### config.mk
export PLATFORM = sky130hd
export DESIGN_NAME = exec_mem_unit
export DESIGN_NICKNAME = d
export VERILOG_FILES = /design/src/rtl/exec_mem_unit.sv
export SDC_FILE = /design/constraint.sdc
export NUM_CORES = 2
export LEC_CHECK = 0
export CELL_PAD_IN_SITES_DETAIL_PLACEMENT = 0
export CELL_PAD_IN_SITES_GLOBAL_PLACEMENT = 1
export CORE_MARGIN = 1.5
export CORE_UTILIZATION = 50
export CTS_BUF_LIST = sky130_fd_sc_hd__clkbuf_2
export DETAILED_ROUTE_END_ITERATION = 16
export DONT_BUFFER_PORTS = 1
export PLACE_DENSITY = 0.74
export SETUP_SLACK_MARGIN = 0.5
export SLEW_MARGIN = 10
export SYNTH_ARGS = -nofsm -noshare
export SYNTH_HDL_FRONTEND = slang
export SYNTH_SLANG_ARGS = --single-unit
### constraint.sdc
create_clock -name clk -period 72.1 [get_ports clk]
set_input_delay 18.025 -clock clk [delete_from_list [all_inputs] [get_ports clk]]
set_output_delay 18.025 -clock clk [all_outputs]
set_load 0.005 [all_outputs]
### src/rtl/exec_mem_unit.sv
// Execute/memory slice of the 8-bit CPU: combinational ALU and barrel shifter,
// 256x8 data memory with asynchronous read, and the registered C/Z status flags.
module exec_mem_unit #(
  parameter int unsigned DW = 8,
  parameter int unsigned AW = 8
) (
  input  logic          clk,
  input  logic          reset,
  input  logic [2:0]    alu_op,
  input  logic [DW-1:0] alu_a,
  input  logic [DW-1:0] alu_b,
  input  logic          alu_use_c,
  output logic [DW-1:0] alu_out,
  output logic          alu_co,
  output logic          alu_z,
  input  logic [DW-1:0] sh_data,
  input  logic [2:0]    sh_count,
  input  logic          sh_dir,
  input  logic          sh_shift,
  output logic [DW-1:0] sh_out,
  output logic          sh_c,
  output logic          sh_z,
  input  logic          mem_we,
  input  logic [AW-1:0] mem_addr,
  input  logic [DW-1:0] mem_wdata,
  output logic [DW-1:0] mem_rdata,
  input  logic          sel_c,
  input  logic          sel_z,
  input  logic          wr_c,
  input  logic          wr_z,
  output logic          c_flag,
  output logic          z_flag,
  output logic          next_c,
  output logic          next_z
);

  localparam int unsigned DEPTH = 1 << AW;

  localparam logic [2:0] OP_ADD  = 3'b000;
  localparam logic [2:0] OP_SUB  = 3'b001;
  localparam logic [2:0] OP_AND  = 3'b010;
  localparam logic [2:0] OP_OR   = 3'b011;
  localparam logic [2:0] OP_XOR  = 3'b100;
  localparam logic [2:0] OP_NOT  = 3'b101;
  localparam logic [2:0] OP_PASA = 3'b110;

  logic          r_c;
  logic          r_z;
  logic [DW-1:0] r_mem [0:DEPTH-1];

  logic          w_cin;
  logic [DW:0]   w_ext_a;
  logic [DW:0]   w_ext_b;
  logic [DW:0]   w_ext_cin;
  logic [DW:0]   w_arith;
  logic [DW-1:0] w_alu_out;
  logic          w_alu_co;
  logic [DW-1:0] w_sh_out;
  logic          w_sh_c;
  logic [2:0]    w_inv;

  assign w_cin     = alu_use_c & r_c;
  assign w_ext_a   = {1'b0, alu_a};
  assign w_ext_b   = {1'b0, alu_b};
  assign w_ext_cin = {{DW{1'b0}}, w_cin};

  // ALU: the extra top bit of the 9-bit sum/difference is carry or borrow
  always_comb begin
    w_arith   = '0;
    w_alu_out = '0;
    w_alu_co  = 1'b0;
    case (alu_op)
      OP_ADD: begin
        w_arith   = w_ext_a + w_ext_b + w_ext_cin;
        w_alu_out = w_arith[DW-1:0];
        w_alu_co  = w_arith[DW];
      end
      OP_SUB: begin
        w_arith   = w_ext_a - w_ext_b - w_ext_cin;
        w_alu_out = w_arith[DW-1:0];
        w_alu_co  = w_arith[DW];
      end
      OP_AND:  w_alu_out = alu_a & alu_b;
      OP_OR:   w_alu_out = alu_a | alu_b;
      OP_XOR:  w_alu_out = alu_a ^ alu_b;
      OP_NOT:  w_alu_out = ~alu_a;
      OP_PASA: w_alu_out = alu_a;
      default: w_alu_out = alu_b;
    endcase
  end

  assign alu_out = w_alu_out;
  assign alu_co  = w_alu_co;
  assign alu_z   = (w_alu_out == '0);

  // Barrel shifter; w_inv = 8 - n is the complementary rotate amount
  always_comb begin
    w_inv    = 3'(4'd8 - {1'b0, sh_count});
    w_sh_out = sh_data;
    w_sh_c   = 1'b0;
    case ({sh_dir, sh_shift})
      2'b01: begin
        w_sh_out = sh_data << sh_count;
        w_sh_c   = sh_data[w_inv];
      end
      2'b11: begin
        w_sh_out = sh_data >> sh_count;
        w_sh_c   = sh_data[sh_count - 3'd1];
      end
      2'b00: begin
        w_sh_out = (sh_data << sh_count) | (sh_data >> w_inv);
        w_sh_c   = w_sh_out[0];
      end
      default: begin
        w_sh_out = (sh_data >> sh_count) | (sh_data << w_inv);
        w_sh_c   = w_sh_out[DW-1];
      end
    endcase
    if (sh_count == 3'd0) begin
      w_sh_out = sh_data;
      w_sh_c   = 1'b0;
    end
  end

  assign sh_out = w_sh_out;
  assign sh_c   = w_sh_c;
  assign sh_z   = (w_sh_out == '0);

  assign next_c = sel_c ? w_sh_c : w_alu_co;
  assign next_z = sel_z ? sh_z : alu_z;

  // Status flags
  always_ff @(posedge clk or posedge reset) begin
    if (reset) begin
      r_c <= 1'b0;
      r_z <= 1'b0;
    end else begin
      if (wr_c) r_c <= next_c;
      if (wr_z) r_z <= next_z;
    end
  end

  assign c_flag = r_c;
  assign z_flag = r_z;

  // Data memory: whole array clears on reset, reads are combinational
  always_ff @(posedge clk or posedge reset) begin
    if (reset) begin
      for (int unsigned i = 0; i < DEPTH; i++) r_mem[AW'(i)] <= '0;
    end else if (mem_we) begin
      r_mem[mem_addr] <= mem_wdata;
    end
  end

  assign mem_rdata = r_mem[mem_addr];

endmodule

After elaboration in Yosys (flattened, before gate mapping)
Index checks and enable logic that the tools add are counted.
Operators by class
  $add $sub $neg: 6
  $mul: 0
  divide/modulo/power cells: 0
  $lt $le $gt $ge: 4
  equality and inequality tests: 8
  shift-type cells: 4
  multiplexer cells: 18
  bitwise logic cells: 8
  reductions and logical operators: 6
Operator list (count)
  $bwmux 2048: 1
  $bmux 8 s8: 1
  $demux 8 s8: 1
  $pmux 8 s7: 1
  $mux 8: 4
  $or 8x8->8: 3
  $pmux 8 s3: 1
  $logic_not 8->1: 2
  $shl 8x3->8: 2
  $shr 8x3->8: 2
  $add 8x8->9: 1
  $add 9x1->9: 1
  $eq 3x3->1 const B: 3
  $ge 9x9->1 const B: 1
  $lt 9x1->1 const B: 1
  $not 8->9: 1
  $sub 8x8->9: 1
  $sub 9x1->9: 1
  $and 8x8->8: 1
  $lt 3x4->1 const B: 2
  $not 8->8: 1
  $xor 8x8->8: 1
  $bmux 1 s3: 2
  $eq 3x2->1 const B: 2
  12 further kinds: 17
Word-level totals
  register bits after elaboration: 2050
  latch bits: 0
  bits in writable memories: 0
  ROM bits: 0
  output and inout bits: 32
  logic and storage cells: 312
  memories: 0

Logic depth before layout (Yosys ltp)
  depth in word-level cells: 7
  gate-level depth with buffers: 15
  mapped depth without buffers: 13

Worst setup path before layout
No wires, ideal clock.
  path kind: input to output
  start point: input sh_count[0]
  end point: output next_z
  arrival time: 20.955 ns
  required time: 54.075 ns
  slack: 33.120 ns
  stages: 14
  buffers on the path: 4
  path through: buf_2 > buf_2 > clkinv_1 > ha_1 > ha_1 > clkbuf_1 > buf_1 > nor2_1 > a31oi_1 > nand2_1 > o221a_2 > nor4b_1 > nand3_1 > nand2_1
On the way
  cells in the longest elaborated chain, start to end: 7
  elaborated cells between the ends (all ways): 12
Ends and longest elaborated chain
  start: declaration: line 17  | input logic [2:0] sh_count,
  $sub 1x3->3: line 98  | w_inv = 3'(4'd8 - {1'b0, sh_count});
  $shl 8x3->8 / $shr 8x3->8 (equally long branches): line 115, 111
  $or 8x8->8 (on tied branches): line 115, 111
  $pmux 8 s3: line 101  | case ({sh_dir, sh_shift})
  $mux 8 (*): line 119  | if (sh_count == 3'd0) begin
  named net sh_out[5]: line 20  | output logic [DW-1:0] sh_out,
  $logic_not 8->1 (*): line 127  | assign sh_z = (w_sh_out == '0);
  $mux 1 (*): line 130  | assign next_z = sel_z ? sh_z : alu_z;
  end: declaration: line 34  | output logic next_z
Mark *: on every way through the listed nets, which the timed path passes. The rest lies on a longest branch.

Final worst setup path
  start point: input mem_addr[0]
  end point: output mem_rdata[5]
On the way
  cells in the longest elaborated chain, start to end: 4
Ends and longest elaborated chain
  start: declaration: line 24  | input logic [AW-1:0] mem_addr,
  $not 8->9 (implied by the code): line 155  | assign mem_rdata = r_mem[mem_addr];
  $bmux 8 s8: line 155
  $mux 8 (implied by the code) (2 in a row): line 155
  end: declaration: line 26  | output logic [DW-1:0] mem_rdata,
No other way between the ends. The select of a mux whose other input is x is not followed.

==> key figures <==
Die
  – Ports: 88
  – Die Span Y: 441 µm
  – Row count: 160
  – Initial Util: 0.503
  – Core ar.: 190000 µm²
  – Die area: 194000 µm²
  – Die Wd: 441 µm

Clocking
  – CTS tree: yes
  – H-tree depth: 6
  – Post CTS Setup Buffer Count: 0
  – CTS Root Buffer Type: clkbuf_2
  – Worst-skew pair later-pin latency: 1720 ps
  – Reg clk slew, reported paths: 60 ps
  – TritonCTS buffer count: 557
  – Clock tree buffer depth: 4
  – Hold Buf Count CTS: 0
  – Clock Sinks: 2050
  – Post-CTS sizing: 0

Critical path
  – Critical path endpoint category: output pin
  – Setup crit start: mem_addr[0]
  – Setup Crit Path Kind: in -> out
  – WP data required: 54080 ps
  – Crit path to: mem_rdata[5]
  – Critical path launch point type: input port
  – Reg2reg path depth: 12
  – CP Buf/Inv Count: 2
  – Critical path's largest stage delay: 950 ps
  – Slowest CP cell: buf_16
  – Critical Path, Cell by Cell: buf_16 > buf_16 > mux4_2 > mux4_2 > a22oi_1 > a21oi_1 > or4_1
  – End of the worst register-to-register path: z_flag
  – Worst reg2reg startpoint: c_flag
  – Critical Path AT: 22640 ps
  – Critical path depth in cells: 7
  – Top delay family on crit path: buffers and inverters
  – Critical Path Fanout Max: 157
  – Reg2Reg Setup Slack: 68640 ps

STA
  – RSZ-0062 raised after global routing: no
  – Fin Setup TNS: 0 ps
  – Worst-Margin Slew: 1440 ps
  – Hold slack final: 501 ps
  – Period utilization: 0.564
  – Min Tclk post-route: 40670 ps
  – FMAX: 0.0246 GHz
  – Slew headroom: 0.0404
  – Clock skew: 0.00788 ps
  – Final Hold Fails: 0
  – Final number of setup-violating endpoints: 0
  – Slew Viols, Final: 0

Drt
  – Routed WL per cell: 27.6 µm
  – Vias/cell: 6.14
  – DRC Markers: 0
  – Drt total wl: 249 mm
  – Routed via count: 55300
  – Drt pass-1 iters: 8
  – DRT iter0 DRCs: 3742
  – Remaining antenna violation count: 0

Yosys
  – Largest cells by area after synthesis: dfrtp_1 (54%), mux2_2 (24%), mux4_2 (15%), clkbuf_1 (1.3%), nand2_1 (0.64%)
  – Seq/Total Area, Yosys: 0.536
  – Synth Register Bits: 2050
  – Yosys top cell area share: 0.536
  – Synth unique cells: 72
  – Cell taking the most area after synthesis: dfrtp_1
  – Synth top cells by count: mux2_2 (2057), dfrtp_1 (2050), mux4_2 (650)
  – Post-Syn Area: 95700 µm²
  – Asr flop ratio synth: 1.00
  – Syn_area_per_cell: 15.9 µm²
  – Post-synth top flop: dfrtp_1
  – YS warnings: 0
  – Post-synth EDFFs: 0
  – Syn_nets: 6098
  – Top-count cell post-synth: mux2_2
  – Syn Inst Count: 6006

Placement
  – Final RePlAce weighted congestion: 0.840
  – Port buffer count: 0
  – Dpl hpwl: 138 mm

Cells and area
  – Nets: 6258
  – Final core occ: 0.536
  – Layout cell share with drive strength beyond 1: 0.571
  – Area of the multi-input gates: 42300 µm²
  – Filler cell count: 15800
  – FF/Latch Area: 51300 µm²
  – Syn-to-layout area delta: 6.55%

Pwr
  – Pwr dens: 21.5 nW/µm²
  – Leak: 0.0493 µW
  – Peak supply drop: 0.0000177 V

Worst hold path
  – Hold path cells: 1
  – Worst Hold Class: reg -> reg

GRT
  – Remaining Overflow, GRT: 0
  – Initial antenna violation count: 11
  – Vias in the first global route: 58500
  – Pin count of the biggest net entering global routing: 523
  – Overall global routing resource usage: 0.261
  – First-pass GRT wire length: 380 mm

Outcome
  – Status: finished clean

Run
  – Max cap viols: 0
[power by group]
| part | switching [µW] | leakage [µW] | internal, µW |
|---|---|---|---|
| Clock | 474 | 0.00360 | 312 |
| Sequential | 26.3 | 0.0283 | 1200 |
| Combinational | 80.7 | 0.0174 | 94.9 |
[layer usage]
metal | vias to the layer above | GRT usage | wire [µm] | part of all wire
met3 | 396 | 0.0536 | 14200 | 0.057
met1 | 30100 | 0.364 | 107000 | 0.43
met2 | 1608 | 0.410 | 120000 | 0.48
li1 | 23200 | - | - | -
met4 | 4 | 0.0902 | 7460 | 0.030
met5 | - | 0 | 26 | 0.00010
[worst min-delay path by stage]
| stage | slack [ps] | startpoint | to |
|---|---|---|---|
| 2_1_floorplan | 470 | r_mem[104] | r_mem[104] |
| 5_1_grt | 520 | r_mem[1988] | r_mem[1988] |
| 3_5_place_dp | 490 | r_mem[1771] | r_mem[1771] |
| 4_1_cts | 510 | r_mem[553] | r_mem[553] |
| 3_3_place_gp | 480 | r_mem[743] | r_mem[743] |
| 6_report | 500 | r_mem[553] | r_mem[553] |
[cell families after synthesis]
family                   after synthesis  synth area share
AO/OA/AOI/OAI                        194            0.0145
buffers and inverters                503            0.0227
adder cells (fa/ha/maj)               36           0.00502
flip-flops                          2050             0.536
XOR/XNOR                               7          0.000640
AND/OR/NAND/NOR                      484            0.0238
multiplexers                        2732             0.397
[layout make-up]
type	instances	area share
Sequential cell	2050	0.503
Clock buffer	812	0.0398
Tap cell	2511	0.0308
Inverter	48	0.00180
Multi-Input combinational cell	3453	0.415
Timing Repair Buffer	56	0.00503
Antenna cell	4	0.0000981
Clock inverter	84	0.00443
[state kept, by name (all words and copies together), names as in the netlist]
name    count
r_mem    2048
c_flag      1
z_flag      1
[metrics by stage]
step / setup slack [ps] / area (µm²) / cells / power, µW
2_1_floorplan: 25610 / 95700 / 6006 / 1410
3_3_place_gp: 33140 / 97400 / 8114 / 1410
3_5_place_dp: 33080 / 97400 / 8114 / 1420
4_1_cts: 33100 / 102000 / 9010 / 2210
5_1_grt: 31160 / 102000 / 9017 / 2310
6_report: 31430 / 102000 / 9018 / 2190
[layout by cell type (no fill, tap or decap), drive strengths merged, types with 5 or more instances in the layout]
master / instances
and3: 8
ha: 32
o21ai: 24
nand3: 27
nand4: 5
a21oi: 35
buf: 56
o211ai: 6
xor2: 5
nor2: 211
clkinv: 71
a31oi: 13
and2: 5
nor2b: 11
nand2b: 11
nand2: 164
nor3: 21
o22ai: 7
a221o: 5
mux2: 2057
dfrtp: 2050
mux2i: 25
bufinv: 5
inv: 54
o221ai: 5
a221oi: 7
a22o: 9
clkbuf: 812
mux4: 650
a22oi: 41
Note: power is estimated with default switching activity, not from simulation.
